--- src/rtl/lab4_fetch_unit.sv ---
// Fetch stage for the heart-rate-monitor processor: PC, BNE/BLTZ resolution,
// run/single-step control, halt-on-NOP and a saturating retired count.
module lab4_fetch_unit #(
  parameter logic [7:0] RESET_PC    = 8'h00,
  parameter bit         HALT_ON_NOP = 1'b1,
  parameter int         CNT_W       = 16
) (
  input  logic             CLK,
  input  logic             RESET,
  input  logic             RUN,
  input  logic             STEP,
  input  logic             RESUME,
  input  logic [15:0]      INSTR,
  input  logic [7:0]       RS_VAL,
  input  logic [7:0]       RT_VAL,
  output logic [7:0]       ADDR,
  output logic             EXEC,
  output logic             HALTED,
  output logic [CNT_W-1:0] RETIRED
);

  localparam logic [3:0] OP_BNE  = 4'b1001;
  localparam logic [3:0] OP_BLTZ = 4'b1011;

  logic [7:0]       pc;
  logic             halted;
  logic             step_pending;
  logic             step_q;
  logic [CNT_W-1:0] retired;

  logic [3:0] op;
  logic [7:0] off_bytes;
  logic [7:0] pc_inc;
  logic [7:0] next_pc;
  logic       taken;
  logic       is_nop;
  logic       go;
  logic       step_rise;

  // Register-select fields are consumed by the register file, not here.
  logic unused_fields;
  assign unused_fields = &{1'b0, INSTR[11:6]};

  always_comb begin
    op        = INSTR[15:12];
    off_bytes = {INSTR[5], INSTR[5:0], 1'b0};
    taken     = ((op == OP_BNE) && (RS_VAL != RT_VAL)) ||
                ((op == OP_BLTZ) && RS_VAL[7]);
    pc_inc    = pc + 8'd2;
    next_pc   = taken ? (pc_inc + off_bytes) : pc_inc;
    is_nop    = HALT_ON_NOP && (INSTR == 16'h0000);
    go        = RUN | step_pending;
    step_rise = STEP & ~step_q;
    EXEC      = ~halted & go & ~is_nop;
  end

  always_ff @(posedge CLK or negedge RESET) begin
    if (!RESET) begin
      pc           <= RESET_PC;
      halted       <= 1'b0;
      step_pending <= 1'b0;
      step_q       <= 1'b0;
      retired      <= '0;
    end else begin
      step_q <= STEP;

      if (halted) begin
        if (RESUME) begin
          halted <= 1'b0;
          pc     <= pc_inc;
        end
      end else if (go && is_nop) begin
        halted <= 1'b1;
      end else if (EXEC) begin
        pc <= next_pc;
        if (retired != '1)
          retired <= retired + CNT_W'(1);
      end

      // Only one step is ever outstanding; extra edges are absorbed.
      if (RUN)
        step_pending <= 1'b0;
      else if (!halted) begin
        if (EXEC || (go && is_nop))
          step_pending <= 1'b0;
        else if (step_rise)
          step_pending <= 1'b1;
      end
    end
  end

  assign ADDR    = pc;
  assign HALTED  = halted;
  assign RETIRED = retired;

endmodule
--- config.mk ---
export PLATFORM = sky130hd
export DESIGN_NAME = lab4_fetch_unit
export DESIGN_NICKNAME = d
export VERILOG_FILES = /design/src/rtl/lab4_fetch_unit.sv
export SDC_FILE = /design/constraint.sdc
export NUM_CORES = 1
export LEC_CHECK = 0
export ABC_CLOCK_PERIOD_IN_PS = 2400
export BUFFER_PORTS_ARGS = -buffer_cell sky130_fd_sc_hd__buf_2
export CELL_PAD_IN_SITES_DETAIL_PLACEMENT = 1
export CELL_PAD_IN_SITES_GLOBAL_PLACEMENT = 1
export CORE_ASPECT_RATIO = 0.7
export CORE_MARGIN = 3
export CORE_UTILIZATION = 33
export CTS_CLUSTER_SIZE = 28
export DETAILED_ROUTE_END_ITERATION = 10
export PLACE_DENSITY_LB_ADDON = 0.1
export SETUP_SLACK_MARGIN = 0.05
export SKIP_LAST_GASP = 1
export SYNTH_ARGS = -nofsm -noshare
export SYNTH_HDL_FRONTEND = slang
export SYNTH_SLANG_ARGS = --single-unit
--- constraint.sdc ---
create_clock -name CLK -period 2.4 [get_ports CLK]
set_input_delay 0.24 -clock CLK [delete_from_list [all_inputs] [get_ports CLK]]
set_output_delay 0.24 -clock CLK [all_outputs]
set_load 0.1 [all_outputs]
==> results of run 1 <==
[per-stage QoR]
| step | hold WS, ns | cell area, um^2 | power [uW] |
|---|---|---|---|
| after global routing | 0.0522 | 2430 | 3390 |
| after CTS | 0.0614 | 2340 | 3060 |
| after global placement | 0.289 | 2240 | 2640 |
| after floorplan | -0.0556 | 1870 | 2280 |
| final | 0.0708 | 2430 | 3170 |
| after detailed placement | 0.285 | 2240 | 2650 |
[worst min-delay path by stage]
stage / endpoint / slack [ns]
floorplan: ADDR[4] / -0.06
global placement: step_q / 0.29
detailed placement: RETIRED[7] / 0.29
CTS: step_q / 0.06
global route: step_q / 0.05
finish: step_q / 0.07
[where the power goes]
group	switching (uW)	internal, uW	total (uW)
combinational	1450	612	2070
sequential	163	572	735
clock	142	223	366
total	1760	1410	3170
[synthesized netlist by cell type, drive strengths merged (2+ instances only)]
cell type and n:
xnor2 19, nor2b 2, o211ai 2, nand4 5, nand2 21, nor2 10, a41oi 2, a22oi 2
o21ai 9, dfrtp 26, nand3 11, nand2b 2, buf 2, and3 5, xor2 10, a21oi 10
nor4 6, nor3 6, inv 13, ha 9
[cells by family after synthesis]
logic type,Yosys count,synth area share (%)
other,1,0.207
flip-flops,26,35.9
AND/OR/NAND/NOR,75,24.2
multiplexers,2,1.17
adder cells (fa/ha/maj),10,7.32
buffers and inverters,15,3.38
AO/OA/AOI/OAI,32,13.8
XOR/XNOR,29,14.0
[cell type report]
| class | instances | share of cell area (%) |
|---|---|---|
| multi-input combinational | 149 | 49.8 |
| sequential | 26 | 27.5 |
| inverter | 13 | 2.01 |
| clock inverter | 1 | 1.23 |
| tap | 69 | 3.55 |
| clock buffer | 3 | 1.70 |
| timing repair buffer | 66 | 14.2 |
[layer usage]
metal / share of wire (%) / routed length (um) / vias up
met5: 0 / 0 / -
met4: 1.1 / 54 / 0
met3: 6.1 / 305 / 7
met2: 43 / 2130 / 42
met1: 50 / 2470 / 814
li1: - / - / 808
[registers in the layout, summed over array words and instances, names as in the netlist]
| signal | count |
|---|---|
| RETIRED | 16 |
| ADDR | 7 |
| HALTED | 1 |
| step_pending | 1 |
| step_q | 1 |
[timing repair]
| item | CTS | global route |
|---|---|---|
| hold buffers | 1 | 0 |
| pin swaps | 4 | 6 |
| buffers inserted | 1 | 3 |
| gates resized for setup | 2 | 10 |
| endpoints found under the hold margin | 26 | 0 |
| setup endpoints to repair | 1 | 2 |
==> results by group, run 1 <==
Route
  – First-iteration detailed-routing DRC count: 73
  – DRT Wirelength: between 4000 and 5000 um
  – Overall via count from detail_route: around 1700
  – Antenna Violating Nets Remaining: 0
  – Drc violations: 0
  – Pre-Repair DR Iteration Count: 4
  – Ratio of routed vias to standard cells: around 5.1
  – WL/cell: between 15 and 20 um

STA
  – Slew HR: approximately three fifths
  – Final hold vios: 0
  – RSZ-0062 raised after global routing: yes
  – Maximum clock rate: 423 MHz
  – Worst-case setup margin in the final layout: between 0.03 and 0.04 ns
  – Sum Neg Setup Slack: 0 ns
  – Slew @ Worst Pin: between 0.5 and 0.6 ns
  – Max Transition Viols Final: 0
  – Final worst-path cycle share: between 90 and 100%
  – Setup skew after layout: 0.00735 ns
  – # setup viols final: 0
  – Minimum clock period after layout: approximately 2.4 ns

Setup path
  – Crit path capture type: flip-flop
  – Endpoint of the most critical setup path: ADDR[7]
  – Register-to-register path setup slack: around 0.037 ns
  – Path type of the worst setup path: reg2reg
  – Beginning of the critical path: ADDR[1]
  – Ordered list of cells on the worst path: ha_4, inv_2, fa_2, nand2b_4, a2111o_1, o311ai_2, and3_1, o21ai_2, xnor2_1
  – Number of buffer and inverter instances along the worst setup path: 1
  – Data required time at the worst endpoint: around 2.6 ns
  – Worst r2r path cells: 9
  – Critical path's top delay family: adder cells
  – Startpoint class of the critical path: flip-flop
  – Worst path max stage delay: approximately 0.52 ns
  – Biggest fanout along the worst timing path: 5
  – FF-to-FF End: ADDR[7]
  – Startpoint of the most critical register-to-register path: ADDR[1]
  – Arrival time of the worst setup path: roughly 2.5 ns
  – Critical Path Slowest Stage Cell: sky130_fd_sc_hd__dfrtp_4
  – Logic depth of the worst setup path including buffers: 9

Global route
  – Overflow left after global routing: 0
  – Global-route met1 utilization: between 20% and 30%
  – Global-route wire length before repair: just under 8000 um
  – Global-route met3 utilization: under 10%
  – GRT met2 Usage: roughly a quarter
  – Most crowded layer after global routing: met2
  – Initial antenna violation count: 0
  – Vias in the first global route: between 1500 and 2000
  – Pin count of the biggest net entering global routing: 27
  – Global-route usage over all layers: 15.9%

Placement
  – Pre-CTS worst setup slack: roughly 0.024 ns
  – Final weighted congestion of routability-driven global placement: between 0.7 and 0.8
  – Number of cells after detailed placement: 318
  – Post-DP HPWL: about 4000 um
  – Count of input and output buffers: between 60 and 70

Yosys
  – Synth Net Count: 237
  – Number of distinct library cells after synthesis: 47
  – Most frequently used flop master after synthesis: sky130_fd_sc_hd__dfrtp_1
  – Cells taking the most area after synthesis: sky130_fd_sc_hd__dfrtp_1, sky130_fd_sc_hd__xnor2_1, sky130_fd_sc_hd__ha_1
  – Avg Inst Size Synth: 9.54 um^2
  – Synthesized cell area: about 1800 um^2
  – Portion of the post-synthesis area used by sequential elements: 35.9%
  – Synthesized instance count: between 150 and 200
  – Count of state elements after synthesis: 26
  – Library cell with the largest summed area after synthesis: sky130_fd_sc_hd__dfrtp_1
  – Number of flops mapped to enable cells by yosys: 0
  – Fraction of registers with async set/reset: 100%
  – Synth top area share: 35.9%
  – Warnings from Yosys: 0

Die
  – Height of the chip: 68.0 um
  – Die width: 94.6 um
  – I/O pins: 63
  – Area of the core: approximately 5000 um^2
  – Initial Utilization: between 30% and 40%
  – Full die area: about 6400 um^2
  – Placement Rows: 21

Clock tree
  – Clk root buf: sky130_fd_sc_hd__clkbuf_8
  – H-tree level count: 1
  – Post-CTS clock slew at the launch and capture registers of the worst setup and hold paths: approximately 0.090 ns
  – Clk sinks: 26
  – Num CTS Buffers: 3
  – Maximum count of clock buffers along a single path: 2
  – Latest clock arrival within the worst-skew pair: between 0.2 and 0.3 ns
  – CTS tree: done

Cells and area
  – Number of fill cells in the layout: 593
  – Net count reported at finish: between 300 and 400
  – Most common cell after layout, fill and taps aside: sky130_fd_sc_hd__buf_2
  – Final std cells w/o fill: roughly 330
  – Share of post-route cells with drive strength above 1: between 30 and 40%
  – Area of all sequential standard cells: about 670 um^2
  – Number of diodes: 0
  – Syn-to-layout area delta: 34.2%
  – Top library cells by usage in the layout, fill and taps aside: sky130_fd_sc_hd__buf_2, sky130_fd_sc_hd__nand2_1, sky130_fd_sc_hd__dfrtp_1
  – Multi-input combinational cell area: approximately 1200 um^2
  – Share of the core filled with cells in the final layout: between 40% and 50%

Job
  – Maxcap violations: 0

Min path
  – Hold depth: 1
  – Startpoint of the lowest-slack hold path: STEP
  – Worst min-delay path category: in2reg

Power and ir drop
  – Maximum ir drop on the vdd rail: between 700 and 800 uV
  – Leak: 0.00108 uW
  – Power per unit of standard cell area: about 1300 nW/um^2

Outcome
  – Result of the run: complete, no violations
Power figures use the tool's default switching activity.
==> inputs of run 2 (changes only) <==
ABC_AREA = 1   (was not set)
CORE_UTILIZATION = 32   (was 33)
==> run 2 against run 1 <==
Against the previous run:
- sequential cell count stayed put
- first-iteration DRC count decreased by 16%
- routed wire length up 8.2%
- fmax increased by 6.1%
- cell count grew 25%
- clock skew down 0.0031 ns
- synthesized cell count grew 39%
- utilization decreased by 4.5 points
- critical path type unchanged
- sequential power decreased by 5.4%
- count of clock-buffer cells in the layout rose by 1
==> results by group, run 2 <==
Power and ir drop
  – Leak: 0.00135 uW (+25%)
  – Switching share of power: 57.2% (+1.6 points)
  – Power per unit of standard cell area: 1160 nW/um^2 (-11%)
  – Fraction of power consumed by sequential logic: 23.6% (+0.4 points)
  – Switching power total: 1690 uW (-4.2%)
  – Maximum ir drop on the vdd rail: 337 uV (-54%)
  – Clock share of power: 9.9% (-1.7 points)
  – Combinational cell fraction of total power: 66.5% (+1.3 points)
  – Internal power summed over all cells: 1260 uW (-10%)

Clock tree
  – Num CTS Buffers: 3 (unchanged)
  – CTS tree: done
  – Clk sinks: 26 (unchanged)
  – Maximum count of clock buffers along a single path: 2 (unchanged)
  – Post-CTS clock slew at the launch and capture registers of the worst setup and hold paths: 0.09 ns (about the same)
  – H-tree level count: 1 (unchanged)
  – Clk root buf: sky130_fd_sc_hd__clkbuf_8
  – Latest clock arrival within the worst-skew pair: 0.27 ns (about the same)

Yosys
  – Warnings from Yosys: 0 (unchanged)
  – Synthesized instance count: 265 (+39%)
  – Most frequently used flop master after synthesis: sky130_fd_sc_hd__dfrtp_1
  – Share of synthesized cell area in full adder, half adder and majority cells: 6.80% (-0.51 points)
  – Library cell with the largest summed area after synthesis: sky130_fd_sc_hd__dfrtp_1
  – Avg Inst Size Synth: 7.36 um^2 (-23%)
  – Cells taking the most area after synthesis: sky130_fd_sc_hd__dfrtp_1, sky130_fd_sc_hd__nand2_1, sky130_fd_sc_hd__inv_1
  – Synth top cells by count: sky130_fd_sc_hd__nand2_1, sky130_fd_sc_hd__inv_1, sky130_fd_sc_hd__nor2_1, sky130_fd_sc_hd__dfrtp_1, sky130_fd_sc_hd__nand3_1
  – Synth Net Count: 312 (+32%)
  – Area fraction in compound gates after synthesis: 6.55% (-7.3 points)
  – Synthesized cell area: 1950 um^2 (+7.5%)
  – Xor and xnor area share after synthesis: 11.2% (-2.8 points)
  – Dominant combinational cell family by area after synthesis: simple AND/OR/NAND/NOR gates
  – Most frequent cell after synthesis: sky130_fd_sc_hd__nand2_1
  – Fraction of registers with async set/reset: 100% (unchanged)
  – Synth top area share: 33.4% (-2.5 points)
  – Portion of the post-synthesis area used by sequential elements: 33.4% (-2.5 points)
  – Share of synthesized area spent on multiplexers: 0% (-1.2 points)
  – Number of flops mapped to enable cells by yosys: 0 (unchanged)
  – Count of state elements after synthesis: 26 (unchanged)
  – Number of distinct library cells after synthesis: 32 (-32%)
  – Post-Synth Simple-Gate Area: 33.1% (+8.8 points)

Die
  – I/O pins: 63 (unchanged)
  – Placement Rows: 23 (+9.5%)
  – Area of the core: 5810 um^2 (+15%)
  – Full die area: 7080 um^2 (+10%)
  – Height of the chip: 71.3 um (+4.8%)
  – Initial Utilization: 33.5% (-2.4 points)
  – Die width: 99.3 um (+5.0%)

Setup path
  – Path type of the worst setup path: reg2reg
  – Biggest fanout along the worst timing path: 5 (unchanged)
  – Crit path capture type: flip-flop
  – Data required time at the worst endpoint: 2.57 ns (about the same)
  – Startpoint of the most critical register-to-register path: ADDR[2]
  – Worst r2r path cells: 13 (+4)
  – Register-to-register path setup slack: 0.17 ns (+0.14 ns)
  – Startpoint class of the critical path: flip-flop
  – FF-to-FF End: ADDR[7]
  – Arrival time of the worst setup path: 2.40 ns (-0.14 ns)

STA
  – Slew @ Worst Pin: 0.599 ns (+0.0149 ns)
  – Hold slack final: 0.0799 ns (+0.00910 ns)
  – # setup viols final: 0 (unchanged)
  – Final worst-path cycle share: 92.8% (-5.7 points)
  – Minimum clock period after layout: 2.23 ns (-0.136 ns)
  – Setup skew after layout: 0.00421 ns (-0.00314 ns)
  – RSZ-0062 raised after global routing: yes
  – Worst-case setup margin in the final layout: 0.173 ns (+0.136 ns)
  – Slew HR: 60.1% (-0.99 points)
  – Max Transition Viols Final: 0 (unchanged)
  – Maximum clock rate: 449 MHz (+6.1%)
  – Final hold vios: 0 (unchanged)

Placement
  – Count of input and output buffers: 61 (unchanged)
  – Final weighted congestion of routability-driven global placement: 0.762 (+2.0%)
  – Post-DP HPWL: 4370 um (+11%)
  – Pre-CTS worst setup slack: 0.0383 ns (+0.0142 ns)

Global route
  – Initial antenna violation count: 0 (unchanged)
  – Global-route wire length before repair: 8700 um (+11%)
  – Vias in the first global route: 1882 (+16%)
  – Pin count of the biggest net entering global routing: 27 (unchanged)
  – Global-route usage over all layers: 15.0% (-0.84 points)
  – Overflow left after global routing: 0 (unchanged)

Job
  – Maxcap violations: 0 (unchanged)

Cells and area
  – Number of fill cells in the layout: 746 (+26%)
  – Most common cell after layout, fill and taps aside: sky130_fd_sc_hd__nand2_1
  – Number of diodes: 0 (unchanged)
  – Net count reported at finish: 383 (+25%)
  – Share of post-route cells with drive strength above 1: 34.6% (-5.3 points)
  – Max FFs per register: 16 (unchanged)
  – Top library cells by usage in the layout, fill and taps aside: sky130_fd_sc_hd__nand2_1, sky130_fd_sc_hd__buf_2, sky130_fd_sc_hd__nor2_1
  – Syn-to-layout area delta: 30.4%

Route
  – Drc violations: 0 (unchanged)
  – Antenna Violating Nets Remaining: 0 (unchanged)
  – Overall via count from detail_route: 1930 (+15%)
  – Pre-Repair DR Iteration Count: 4 (unchanged)
  – WL/cell: 13.1 um (-14%)
  – Ratio of routed vias to standard cells: 4.71 (-7.9%)
  – First-iteration detailed-routing DRC count: 61 (-16%)
  – DRT Wirelength: 5370 um (+8.2%)

Min path
  – Startpoint of the lowest-slack hold path: STEP
  – Hold EP: step_q
  – Hold depth: 1 (unchanged)
  – Worst min-delay path category: in2reg

Outcome
  – Result of the run: complete, no violations
run 2: cell types whose count changed after synthesis, moves of 3 or more:
cell                      delta
sky130_fd_sc_hd__xnor2_1     -9
sky130_fd_sc_hd__nand2_1    +44
sky130_fd_sc_hd__nor3_1      -4
sky130_fd_sc_hd__a31oi_1     +3
sky130_fd_sc_hd__nand2_2     +3
sky130_fd_sc_hd__nand3_1     +6
sky130_fd_sc_hd__o21ai_0     +3
sky130_fd_sc_hd__inv_2       +5
sky130_fd_sc_hd__inv_1      +23
sky130_fd_sc_hd__nor4_2      -3
sky130_fd_sc_hd__o21ai_1     -6
sky130_fd_sc_hd__nor2_1     +26
sky130_fd_sc_hd__xor2_1      +3
sky130_fd_sc_hd__and3_1      -5
run 2: cell type report:
class | count | area, um^2 | share of cell area [%]
timing repair buffer | 68 | 360 | 14.2
multi-input combinational | 196 | 1210 | 47.6
clock buffer | 4 | 55.1 | 2.17
tap | 75 | 93.8 | 3.69
sequential | 26 | 668 | 26.3
inverter | 41 | 154 | 6.05
run 2: cells by family (layout without fill, tap and decap cells):
logic type	after synthesis	after routing
AND/OR/NAND/NOR	138	138
buffers and inverters	43	113
flip-flops	26	26
XOR/XNOR	24	24
AO/OA/AOI/OAI	23	23
adder cells (fa/ha/maj)	10	10
other	1	1
run 2: power by group through the flow:
stage                     sequential (uW)  clock, uW  combinational [uW]
after global placement                714          0                1710
final                                 695        293                1960
after CTS                             703        308                1750
after floorplan                      1450          0                 652
after detailed placement              716          0                1740
after global routing                  720        323                2110
run 2: worst max-delay path: stages, from the launching register on:
cell	delay (ns)
sky130_fd_sc_hd__dfrtp_4	0.50
sky130_fd_sc_hd__ha_2	0.36
sky130_fd_sc_hd__inv_1	0.06
sky130_fd_sc_hd__fa_1	0.44
sky130_fd_sc_hd__inv_1	0.12
sky130_fd_sc_hd__nand2_1	0.08
sky130_fd_sc_hd__nand3_1	0.07
sky130_fd_sc_hd__nand2_1	0.05
sky130_fd_sc_hd__nand2_1	0.07
sky130_fd_sc_hd__inv_2	0.04
sky130_fd_sc_hd__nand4_1	0.12
sky130_fd_sc_hd__nand3_2	0.09
sky130_fd_sc_hd__nand2_1	0.07
sky130_fd_sc_hd__nand2_1	0.05
run 2: timing repair:
action | 4_1_cts | 5_1_grt
pin swaps | 0 | 11
setup buffers | 1 | 5
resized for setup | 0 | 19
setup endpoints to repair | 1 | 2
hold buffers | 1 | 0
hold endpoints to repair | 26 | 0
run 2: metal layers:
layer | GRT usage (%) | share of wire (%) | up-vias
met4 | 1.67 | 0.28 | 0
met1 | 22.0 | 50 | 912
li1 | - | - | 976
met5 | 0 | 0 | -
met2 | 23.4 | 45 | 40
met3 | 3.60 | 5.0 | 2
run 2: how the worst max path moves through the flow:
| stage | end | slack, ns | depth (start not counted) | from |
|---|---|---|---|---|
| floorplan | ADDR[7] | 0.05 | 17 | ADDR[1] |
| global placement | ADDR[7] | 0.15 | 17 | ADDR[1] |
| detailed placement | ADDR[7] | 0.04 | 17 | ADDR[1] |
| CTS | ADDR[7] | 0.06 | 17 | ADDR[1] |
| global route | ADDR[7] | -0.03 | 16 | ADDR[3] |
| finish | ADDR[7] | 0.17 | 13 | ADDR[2] |
run 2: metrics by stage:
stage / cell area [um^2] / utilization (%) / TNS (ns) / std cells / power (uW)
3_5_place_dp: 2350 / 40.4 / 0 / 399 / 2450
5_1_grt: 2540 / 43.7 / -0.0298 / 410 / 3150
6_report: 2540 / 43.7 / 0 / 410 / 2950
4_1_cts: 2420 / 41.6 / 0 / 405 / 2760
2_1_floorplan: 1970 / - / 0 / 265 / 2110
3_3_place_gp: 2350 / 40.4 / 0 / 399 / 2420
==> inputs of run 3 (changes only) <==
ABC_AREA = not set   (was 1)
CELL_PAD_IN_SITES_DETAIL_PLACEMENT = 0   (was 1)
CORE_UTILIZATION = 33   (was 32)
==> run 3 against run 2 <==
Against the previous run:
- hold slack better by 0.010 ns
- clock power is 4% lower
- sequential cell count stayed put
- non-clock buffer count is 1 lower
- clock skew is 0.0020 ns lower
- sequential share of layout area is 1.8 points higher
- register-to-register slack worse by 0.13 ns
- via count is 18% lower
- worst setup slack worse by 0.13 ns
- utilization is 3.4 points higher
- critical path depth is 4 lower
- critical path type unchanged
- largest cell class unchanged
- largest power group unchanged
==> results by group, run 3 (synthesis gave the netlist of run 1 again) <==
Placement
  – Final weighted congestion of routability-driven global placement: 0.747 (-1.9%)
  – Post-DP HPWL: 3550 um (-19%)
  – Count of input and output buffers: 61 (unchanged)
  – Pre-CTS worst setup slack: 0.0181 ns (-0.0202 ns)

Clock tree
  – Maximum count of clock buffers along a single path: 2 (unchanged)
  – Latest clock arrival within the worst-skew pair: 0.27 ns (about the same)
  – Clk root buf: sky130_fd_sc_hd__clkbuf_8
  – Clk sinks: 26 (unchanged)
  – Post-CTS clock slew at the launch and capture registers of the worst setup and hold paths: 0.09 ns (about the same)
  – H-tree level count: 1 (unchanged)
  – CTS tree: done
  – Num CTS Buffers: 3 (unchanged)

Route
  – DRT Wirelength: 4480 um (-17%)
  – Drc violations: 0 (unchanged)
  – First-iteration detailed-routing DRC count: 58 (-4.9%)
  – Antenna Violating Nets Remaining: 0 (unchanged)
  – Overall via count from detail_route: 1583 (-18%)
  – Ratio of routed vias to standard cells: 4.83 (+2.5%)
  – Pre-Repair DR Iteration Count: 4 (unchanged)
  – WL/cell: 13.7 um (+4.4%)

Die
  – Initial Utilization: 35.9% (+2.4 points)
  – Height of the chip: 68.0 um (-4.6%)
  – Die width: 94.6 um (-4.7%)
  – Area of the core: 5040 um^2 (-13%)
  – Placement Rows: 21 (-8.7%)
  – Full die area: 6430 um^2 (-9.1%)
  – I/O pins: 63 (unchanged)

Setup path
  – Data required time at the worst endpoint: 2.56 ns (about the same)
  – Path type of the worst setup path: reg2reg
  – Critical path's top delay family: adder cells
  – Critical Path Slowest Stage Cell: sky130_fd_sc_hd__dfrtp_4
  – Biggest fanout along the worst timing path: 5 (unchanged)
  – Crit path capture type: flip-flop
  – Arrival time of the worst setup path: 2.51 ns (+0.11 ns)
  – Worst path max stage delay: 0.52 ns (+0.02 ns)
  – Number of buffer and inverter instances along the worst setup path: 1 (-2)
  – Ordered list of cells on the worst path: ha_4, inv_1, fa_2, nand2b_4, a2111o_1, o311ai_2, and3_1, o21ai_2, xnor2_1
  – Startpoint class of the critical path: flip-flop

Cells and area
  – Syn-to-layout area delta: 31.3%
  – Number of diodes: 0 (unchanged)
  – Share of post-route cells with drive strength above 1: 39.4% (+4.8 points)
  – Share of the core filled with cells in the final layout: 47.2% (+3.4 points)
  – Most common cell after layout, fill and taps aside: sky130_fd_sc_hd__buf_2
  – Top library cells by usage in the layout, fill and taps aside: sky130_fd_sc_hd__buf_2, sky130_fd_sc_hd__nand2_1, sky130_fd_sc_hd__dfrtp_1
  – Max FFs per register: 16 (unchanged)
  – Net count reported at finish: 307 (-20%)

Power and ir drop
  – Maximum ir drop on the vdd rail: 949 uV (+180%)
  – Power per unit of standard cell area: 1260 nW/um^2 (+9.1%)
  – Leak: 0.00107 uW (-21%)

Global route
  – Global-route wire length before repair: 7050 um (-19%)
  – Global-route usage over all layers: 14.0% (-1.0 points)
  – Global-route met1 utilization: 21.6% (-0.38 points)
  – Overflow left after global routing: 0 (unchanged)
  – Vias in the first global route: 1467 (-22%)
  – GRT met2 Usage: 19.6% (-3.8 points)
  – Pin count of the biggest net entering global routing: 27 (unchanged)
  – Initial antenna violation count: 0 (unchanged)
  – Global-route met3 utilization: 4.40% (+0.80 points)
  – Most crowded layer after global routing: met1

STA
  – Max Transition Viols Final: 0 (unchanged)
  – Sum Neg Setup Slack: 0 ns (unchanged)
  – Setup skew after layout: 0.00218 ns (-0.00204 ns)
  – Slew HR: 49.2% (-11 points)
  – Slew @ Worst Pin: 0.763 ns (+0.164 ns)
  – Final worst-path cycle share: 98.0% (+5.2 points)
  – Final hold vios: 0 (unchanged)
  – Hold slack final: 0.0899 ns (+0.0100 ns)
  – RSZ-0062 raised after global routing: yes
  – Minimum clock period after layout: 2.35 ns (+0.126 ns)
  – # setup viols final: 0 (unchanged)
  – Maximum clock rate: 425 MHz (-5.3%)
  – Worst-case setup margin in the final layout: 0.0470 ns (-0.126 ns)

Outcome
  – Result of the run: complete, no violations

Min path
  – Worst min-delay path category: in2reg

Job
  – Maxcap violations: 0 (unchanged)
[run 3: changes by cell type in the layout (fill, tap and decap cells not counted), sizes merged, moves of 3 or more]
cell	change
o21ai	+3
inv	-28
xor2	-3
a31oi	-3
nor3	+3
nor4	+5
nand3	-8
and3	+5
nor2	-28
nand2	-49
xnor2	+8
[run 3: worst register-to-register path: stages, from the launching register on]
cell and delay (ns):
sky130_fd_sc_hd__dfrtp_4 0.52, sky130_fd_sc_hd__ha_4 0.28, sky130_fd_sc_hd__inv_1 0.04, sky130_fd_sc_hd__fa_2 0.34
sky130_fd_sc_hd__nand2b_4 0.16, sky130_fd_sc_hd__a2111o_1 0.40, sky130_fd_sc_hd__o311ai_2 0.11, sky130_fd_sc_hd__and3_1 0.21
sky130_fd_sc_hd__o21ai_2 0.06, sky130_fd_sc_hd__xnor2_1 0.13
[run 3: routing by layer]
metal / routed length [um] / vias up / part of all wire (%)
met5: 0 / - / 0
met4: 0 / 0 / 0
met2: 1780 / 49 / 40
met1: 2330 / 721 / 52
li1: - / 813 / -
met3: 375 / 0 / 8.4
[run 3: power by group]
part	internal [uW]	switching, uW
registers	572	161
logic	586	1410
clock network	147	134
total	1300	1710
[run 3: final timing paths]
check | startpoint | to | slack (ns) | cells after the start
min in group asynchronous | RESET | RETIRED[6] | 0.50 | 2
max in group asynchronous | RESET | ADDR[3] | 1.46 | 2
min reg2reg | RETIRED[10] | RETIRED[10] | 0.49 | 1
max reg2reg | ADDR[1] | ADDR[7] | 0.05 | 9
max | ADDR[1] | ADDR[7] | 0.05 | 9
min | STEP | step_q | 0.09 | 1
[run 3: timing repair]
action	4_1_cts	5_1_grt
buffers inserted	4	1
setup endpoints to repair	1	2
endpoints found under the hold margin	26	0
hold buffers	1	0
pin swaps	6	3
gates resized for setup	3	5
[run 3: metrics by stage]
stage                     power, uW  std cells  area (um^2)
after floorplan                2280        190         1870
after global placement         2640        318         2240
after detailed placement       2630        318         2240
after global routing           3230        328         2380
after CTS                      2980        327         2350
final                          3010        328         2380
[run 3: layout make-up]
class / instances / area (um^2)
multi-input cells: 149 / 1170
flip-flops and latches: 26 / 668
well taps: 69 / 86.3
clock buffers: 4 / 55.1
inverters: 13 / 48.8
fillers: 521 / 2670
repair buffers: 67 / 353
